**config.mk**
```make
export PLATFORM = sky130hd
export DESIGN_NAME = mips_bus_arbiter
export DESIGN_NICKNAME = d
export VERILOG_FILES = /design/src/rtl/mips_bus_pkg.sv /design/src/rtl/mips_bus_watchdog.sv /design/src/rtl/mips_bus_arbiter.sv
export SDC_FILE = /design/constraint.sdc
export NUM_CORES = 1
export LEC_CHECK = 0
export BUFFER_PORTS_ARGS = -buffer_cell sky130_fd_sc_hd__buf_2
export CAP_MARGIN = 0
export CORE_MARGIN = 2
export CORE_UTILIZATION = 25
export CTS_BUF_LIST = sky130_fd_sc_hd__clkbuf_8
export DETAILED_ROUTE_END_ITERATION = 6
export GPL_TIMING_DRIVEN = 0
export HOLD_SLACK_MARGIN = 0.08
export SLEW_MARGIN = 5
export SYNTH_ARGS = -nofsm -noshare
export SYNTH_HDL_FRONTEND = slang
export SYNTH_SLANG_ARGS = --single-unit
```
**constraint.sdc**
```tcl
create_clock -name clk -period 3.7 [get_ports clk]
set_input_delay 0.74 -clock clk [delete_from_list [all_inputs] [get_ports clk]]
set_output_delay 0.74 -clock clk [all_outputs]
set_load 0.03 [all_outputs]
```
**src/rtl/mips_bus_pkg.sv**
```systemverilog
// Shared types and constants for the MIPS Avalon-MM bus arbiter.
// Both requesters and the FSM states are named here so the top and bench agree on encoding.
package mips_bus_pkg;

   typedef enum logic [1:0] {
      BUS_IDLE,
      BUS_BUSY,
      BUS_RESP
   } bus_state_t;

   typedef enum logic {
      GNT_IF,
      GNT_D
   } grant_t;

   localparam logic [3:0] BE_ALL = 4'b1111;

   function automatic grant_t other_side(input grant_t g);
      return (g == GNT_IF) ? GNT_D : GNT_IF;
   endfunction

endpackage

```
**src/rtl/mips_bus_watchdog.sv**
```systemverilog
// Counts stalled bus cycles of the current access; expired flags the wait cycle that hits the limit.
// A TIMEOUT_CYCLES of 0 turns the watchdog off entirely.
module mips_bus_watchdog #(
   parameter int TIMEOUT_CYCLES = 256
) (
   input  logic clk,
   input  logic rst,
   input  logic clear,
   input  logic enable,
   output logic expired
);

   localparam int CW = $clog2(TIMEOUT_CYCLES + 2);

   logic [CW-1:0] count;

   // Expiry is combinational so the arbiter aborts on the same edge the last allowed wait cycle ends
   assign expired = (TIMEOUT_CYCLES != 0) && enable &&
                    (count == CW'(TIMEOUT_CYCLES - 1));

   always_ff @(posedge clk or negedge rst) begin
      if (!rst) begin
         count <= '0;
      end else if (clear) begin
         count <= '0;
      end else if (enable && !expired) begin
         count <= count + CW'(1);
      end
   end

endmodule

```
**src/rtl/mips_bus_arbiter.sv**
```systemverilog
// Shares one Avalon-MM master between instruction fetch and load/store, one access at a time.
// Every output is registered; the FSM walks IDLE -> BUSY -> RESP for each access.
module mips_bus_arbiter
   import mips_bus_pkg::*;
#(
   parameter int         TIMEOUT_CYCLES = 256,
   parameter logic [3:0] FETCH_BE       = BE_ALL
) (
   input  logic        clk,
   input  logic        rst,
   input  logic        if_req,
   input  logic [31:0] if_addr,
   output logic        if_ack,
   output logic [31:0] if_rdata,
   input  logic        d_req,
   input  logic        d_we,
   input  logic [31:0] d_addr,
   input  logic [31:0] d_wdata,
   input  logic [3:0]  d_be,
   output logic        d_ack,
   output logic [31:0] d_rdata,
   output logic        err,
   output logic [31:0] address,
   output logic        read,
   output logic        write,
   output logic [31:0] writedata,
   output logic [3:0]  byteenable,
   input  logic        waitrequest,
   input  logic [31:0] readdata
);

   bus_state_t  state, state_n;
   grant_t      gnt, gnt_n, rr_ptr, rr_n, pick;
   logic [31:0] address_n, writedata_n, if_rdata_n, d_rdata_n;
   logic [3:0]  be_n;
   logic        read_n, write_n, if_ack_n, d_ack_n, err_n;
   logic        wd_clear, wd_expired;

   // Word alignment drops the low address bits on purpose
   logic unused_addr_bits;
   assign unused_addr_bits = ^{if_addr[1:0], d_addr[1:0]};

   mips_bus_watchdog #(
      .TIMEOUT_CYCLES(TIMEOUT_CYCLES)
   ) u_watchdog (
      .clk    (clk),
      .rst    (rst),
      .clear  (wd_clear),
      .enable ((state == BUS_BUSY) && waitrequest),
      .expired(wd_expired)
   );

   always_ff @(posedge clk or negedge rst) begin
      if (!rst) begin
         state      <= BUS_IDLE;
         gnt        <= GNT_IF;
         rr_ptr     <= GNT_IF;
         address    <= '0;
         read       <= 1'b0;
         write      <= 1'b0;
         writedata  <= '0;
         byteenable <= '0;
         if_rdata   <= '0;
         d_rdata    <= '0;
         if_ack     <= 1'b0;
         d_ack      <= 1'b0;
         err        <= 1'b0;
      end else begin
         state      <= state_n;
         gnt        <= gnt_n;
         rr_ptr     <= rr_n;
         address    <= address_n;
         read       <= read_n;
         write      <= write_n;
         writedata  <= writedata_n;
         byteenable <= be_n;
         if_rdata   <= if_rdata_n;
         d_rdata    <= d_rdata_n;
         if_ack     <= if_ack_n;
         d_ack      <= d_ack_n;
         err        <= err_n;
      end
   end

   always_comb begin
      state_n     = state;
      gnt_n       = gnt;
      rr_n        = rr_ptr;
      pick        = GNT_IF;
      address_n   = address;
      read_n      = read;
      write_n     = write;
      writedata_n = writedata;
      be_n        = byteenable;
      if_rdata_n  = if_rdata;
      d_rdata_n   = d_rdata;
      if_ack_n    = 1'b0;
      d_ack_n     = 1'b0;
      err_n       = 1'b0;
      wd_clear    = 1'b0;

      case (state)
         BUS_IDLE: begin
            if (if_req || d_req) begin
               // The round-robin pointer only moves when both sides compete
               if (if_req && d_req) begin
                  pick = rr_ptr;
                  rr_n = other_side(rr_ptr);
               end else begin
                  pick = if_req ? GNT_IF : GNT_D;
               end
               gnt_n    = pick;
               wd_clear = 1'b1;
               state_n  = BUS_BUSY;
               if (pick == GNT_IF) begin
                  address_n = {if_addr[31:2], 2'b00};
                  be_n      = FETCH_BE;
                  read_n    = 1'b1;
                  write_n   = 1'b0;
               end else begin
                  address_n   = {d_addr[31:2], 2'b00};
                  writedata_n = d_wdata;
                  be_n        = d_be;
                  read_n      = !d_we;
                  write_n     = d_we;
               end
            end
         end
         BUS_BUSY: begin
            if (!waitrequest || wd_expired) begin
               read_n  = 1'b0;
               write_n = 1'b0;
               state_n = BUS_RESP;
               err_n   = waitrequest;
               if (gnt == GNT_IF) begin
                  if_ack_n = 1'b1;
               end else begin
                  d_ack_n = 1'b1;
               end
               // An aborted access must not disturb the previously returned data
               if (read && !waitrequest) begin
                  if (gnt == GNT_IF) begin
                     if_rdata_n = readdata;
                  end else begin
                     d_rdata_n = readdata;
                  end
               end
            end
         end
         BUS_RESP: begin
            state_n = BUS_IDLE;
         end
         default: begin
            state_n = BUS_IDLE;
         end
      endcase
   end

endmodule

```
Word level (Yosys, flattened, before mapping)
Cells that the tools add are included.
{"block": "word_totals", "reg_bits": 150, "word_cells": 69}
{"block": "op_classes", "add_sub_neg": 1, "eq_ne": 4, "muxes": 29, "n_bitwise": 1, "reduce_logical": 20}
{"operator": "$mux W32", "n": 1}
{"operator": "$mux W1", "n": 20}
{"operator": "$mux W9", "n": 2}
{"operator": "$add A9 B1 Y9 const B", "n": 1}
{"operator": "$eq A9 B8 Y1 const B", "n": 1}
{"operator": "$reduce_and A3 Y1", "n": 3}
{"operator": "$reduce_and A4 Y1", "n": 2}
{"operator": "$logic_and A1 B1 Y1", "n": 5}
{"operator": "$mux W2", "n": 2}
{"operator": "$mux W4", "n": 1}
{"operator": "$pmux W1 S2", "n": 2}
{"operator": "$pmux W2 S2", "n": 1}
{"operator": "$reduce_and A2 Y1", "n": 2}
{"operator": "$reduce_bool A2 Y1", "n": 2}
{"operator": "$logic_not A1 Y1", "n": 3}
{"operator": "$eq A2 B1 Y1 const B", "n": 1}
{"operator": "$logic_not A2 Y1", "n": 1}
{"operator": "$logic_or A1 B1 Y1", "n": 2}
{"operator": "$ne A2 B1 Y1 const B", "n": 1}
{"operator": "$ne A2 B2 Y1 const B", "n": 1}
{"operator": "$not A1 Y1", "n": 1}

Logic depth before layout (Yosys ltp)
{"block": "depth", "depth_word": 7, "ltp_mapped": 8}

Cells and area by module
Synthesis repeated with hierarchy kept, for this count alone.
{"block": "hier_totals", "hier_cells": 430, "hier_area_um2": 6253.5}
{"mod": "mips_bus_arbiter", "instances": 1, "cells_per_inst": 382, "area_each_um2": 5781.8, "seq_area_each_um2": 3478.3}
{"mod": "mips_bus_watchdog", "instances": 1, "cells_per_inst": 48, "area_each_um2": 471.7, "seq_area_each_um2": 225.2}

Least setup slack after synthesis
Ideal clock, no wire load.
{"block": "synth_timing", "kind": "reg-to-reg", "from": "register u_watchdog.count[0]", "to": "register read", "setup_time_ns": 0.120, "arrival_time_ns": 1.921, "slack_ns": 1.659, "path_stages_with_launch": 8, "synth_period_minus_slack_ns": 2.041, "cell_sequence": "dfrtp_1 > ha_1 > nand3_1 > nor2_1 > ha_1 > and3b_1 > or4b_2 > and3b_1"}
{"block": "synth_between", "elab_chain_cells": 5}
{"element": "start: declaration", "line": "mips_bus_watchdog.sv:15", "source": "logic [CW-1:0] count;"}
{"element": "start signal: assignment", "line": "mips_bus_watchdog.sv:27", "source": "count <= count + CW'(1);"}
{"element": "$eq A9 B8 Y1", "line": "mips_bus_watchdog.sv:19", "source": "(count == CW'(TIMEOUT_CYCLES - 1));"}
{"element": "$logic_and A1 B1 Y1", "line": "mips_bus_watchdog.sv:18", "source": "assign expired = (TIMEOUT_CYCLES != 0) && enable &&"}
{"element": "$logic_or A1 B1 Y1", "line": "mips_bus_arbiter.sv:130", "source": "if (!waitrequest || wd_expired) begin"}
{"element": "$ne A2 B1 Y1 (no line)"}
{"element": "$reduce_and A3 Y1 (no line)"}
{"element": "end signal: assignment", "line": "mips_bus_arbiter.sv:73", "source": "read <= read_n;"}
{"element": "end: declaration", "line": "mips_bus_arbiter.sv:24", "source": "output logic read,"}
Every way passes these cells.
A chain may end at the register's enable or synchronous reset.

Worst setup path after layout
Ends and elaborated chain as after synthesis.

==> impl_metrics.json <==
{
  "hpwl_um": 11500,
  "fin_nets": 857,
  "areaGrowthSynthToFinish_pct": 35.6,
  "grt_first_pass_wirelength_um": 24600,
  "swShare": 0.442,
  "ir_drop_uv": 322,
  "min_path_type": "primary input to asynchronous set/reset pin",
  "r2r_cells": 7,
  "synth_ff_type": "dfrtp_1",
  "grt_max_degree": 109,
  "cts_sinks": 148,
  "startpoint": "u_watchdog.count[0]",
  "seq_power_share": 0.352,
  "synth_cells": 428,
  "yosysSeqAreaShare": 0.609,
  "finalSetupViolations": 0,
  "numCtsBuffers": 17,
  "dieHeight_um": 160,
  "clk_path_buf_depth": 2,
  "cts_htree_levels": 4,
  "timing.rr.end": "read",
  "clkLatencyLatePin_ns": 0.44,
  "ctsHoldBuffers": 0,
  "grt_util_all_layers": 0.122,
  "yosys_warnings": 0,
  "syn_area_um2": 6080,
  "synth-edff-count": 0,
  "grt_overflow": 0,
  "antenna_found_initial": 0,
  "power.net_switching_mw": 3.44,
  "report.final.slew_viol_count": 0,
  "worstReg2RegStart": "u_watchdog.count[0]",
  "fp.dieW_um": 160,
  "multi_input_area_um2": 2200,
  "clk_pin_slew_worst_paths_ns": 0.09,
  "vias_per_cell": 4.23,
  "rsz0062_at_grt": "no",
  "io_buffers": 268,
  "cp-endpoint": "read",
  "cp.arrival_ns": 2.58,
  "yosysUniqueCellTypes": 38,
  "worst_pin_slew_ns": 0.634,
  "powerDensity_nw_per_um2": 944,
  "final_cell_mix": "buf_2, dfrtp_1, mux2_2, o21ai_0, mux2i_1",
  "fin_ws_ns": 1.45,
  "min_period_ns": 2.25,
  "drive_above_1_share": 0.558,
  "cts.repair.resized": 0,
  "fp.dieArea_um2": 25600,
  "critical-path-top-delay-family": "simple AND/OR/NAND/NOR gates",
  "critPathMaxFanout": 5,
  "drt_pre_antenna_iters": 4,
  "start_util": 0.252,
  "place_ws_ns": 1.17,
  "cp.buffers_inverters": 0,
  "fp-row-count": 57,
  "fin_worst_skew_ns": 0.0142,
  "cts_root_buf": "clkbuf_8",
  "antenna_cells": 0,
  "worstPathCellList": "ha_1, nand3_1, nor2_1, ha_1, and3b_1, or4b_2, and3b_1",
  "postCtsSetupRepairBufs": 0,
  "register_area_um2": 3700,
  "num_io_pins": 275,
  "timing.final.crit_share": 0.607,
  "drv_cap": 0,
  "crit_type": "register to register",
  "cp.required_ns": 4.03,
  "relSlewSlack": 0.578,
  "fp.coreArea_um2": 24100,
  "drc_errors": 0,
  "routabilityCongestion": 0.735,
  "routed_wl_um": 15400,
  "comb_power_share": 0.490,
  "wl_per_cell_um": 14.6,
  "fillers": 2487,
  "final_antenna_net_count": 0,
  "ys_ff_latch": 148,
  "path_depth": 7,
  "status": "complete, no violations",
  "final_hold_viol_count": 0,
  "cts_tree": "done",
  "critical-path-slowest-cell": "or4b_2",
  "finish.utilization": 0.342,
  "cpPeakStageDelay_ns": 0.66,
  "fmax_mhz": 445,
  "end_kind": "register",
  "synthArstFlopShare": 1.00,
  "avgSynthCellArea_um2": 14.2,
  "p_int_mw": 4.34,
  "start_kind": "register",
  "reg2reg_slack_ns": 1.45,
  "drt_iter0_drc": 257,
  "dr_total_vias": 4460,
  "p_clk_frac": 0.158,
  "p_leak_nw": 4.09,
  "layout_commonest_cell": "buf_2",
  "grt_pass1_vias": 4628
}
==> cell families (layout without fill, tap and decap cells) <==
kind of cell             Yosys count  after routing  synth area share
other                              1              2          0.000617
adder cells (fa/ha/maj)            2              2           0.00412
flip-flops                       148            148             0.609
multiplexers                     130            130             0.249
buffers and inverters             31            332            0.0290
XOR/XNOR                           1              1           0.00144
AND/OR/NAND/NOR                   31             31            0.0325
AO/OA/AOI/OAI                     84             84            0.0739
==> worst min path at each step <==
| stage | start | endpoint | slack [ns] |
|---|---|---|---|
| after floorplan | rst | address[10] | 0.44 |
| after global placement | rr_ptr | rr_ptr | 0.46 |
| after detailed placement | rr_ptr | rr_ptr | 0.46 |
| after CTS | rst | if_rdata[17] | 0.14 |
| after global routing | rst | d_rdata[17] | 0.15 |
| final | rst | if_rdata[11] | 0.18 |
==> routing by layer <==
metal,up-vias,track usage,wire length (um),part of all wire
met1,2152,0.149,6900,0.45
met3,7,0.0382,1050,0.068
met2,187,0.207,7350,0.48
li1,2114,-,-,-
met4,0,0.0332,112,0.0073
met5,-,0,0,0
==> Yosys cell counts, types with 3 or more instances <==
cell type  count  area (um2)
nand4_1        3        18.8
dfrtp_1      148        3700
and3_1         3        18.8
inv_1          4        15.0
buf_6          3        33.8
o22a_1         4        35.0
buf_2          6        30.0
mux2i_1       34         340
mux2_2        70         788
mux2_4        25         375
or3_1          3        18.8
clkbuf_1      14        52.6
a21oi_1        4        20.0
o21ai_0       70         350
nand2_1        3        11.3
nor2_1         4        15.0
==> sequential cells by signal, indices dropped and copies added (netlist names) <==
register and cells:
d_ack 1, state 2, if_ack 1, writedata 32
d_rdata 32, err 1, address 30, if_rdata 32
write 1, read 1, byteenable 4, u_watchdog.count 9
gnt 1, rr_ptr 1
==> cell type report <==
type	instances	area share
clock inverters	15	0.0173
flip-flops and latches	148	0.449
repair buffers	269	0.167
inverters	4	0.00182
well taps	324	0.0492
multi-input cells	250	0.267
clock buffers	17	0.0284
plain buffers	27	0.0196
==> power groups by stage <==
stage,clock (mW),sequential [mW],combinational (mW)
floorplan,0,4.21,1.21
global placement,0,2.74,3.82
detailed placement,0,2.76,3.86
CTS,1.30,2.74,3.86
global route,1.37,2.85,4.05
finish,1.23,2.74,3.81
==> per-stage QoR <==
stage	instance area (um2)	std cells	TNS (ns)	hold slack (ns)	total power, mW
after floorplan	6080	429	0	0.438	5.42
after global placement	7830	1021	-56.16	0.457	6.57
after detailed placement	7870	1022	0	0.457	6.63
after CTS	8240	1054	0	0.143	7.90
after global routing	8240	1054	0	0.154	8.27
final	8240	1054	0	0.177	7.78
Power figures use the tool's default switching activity.
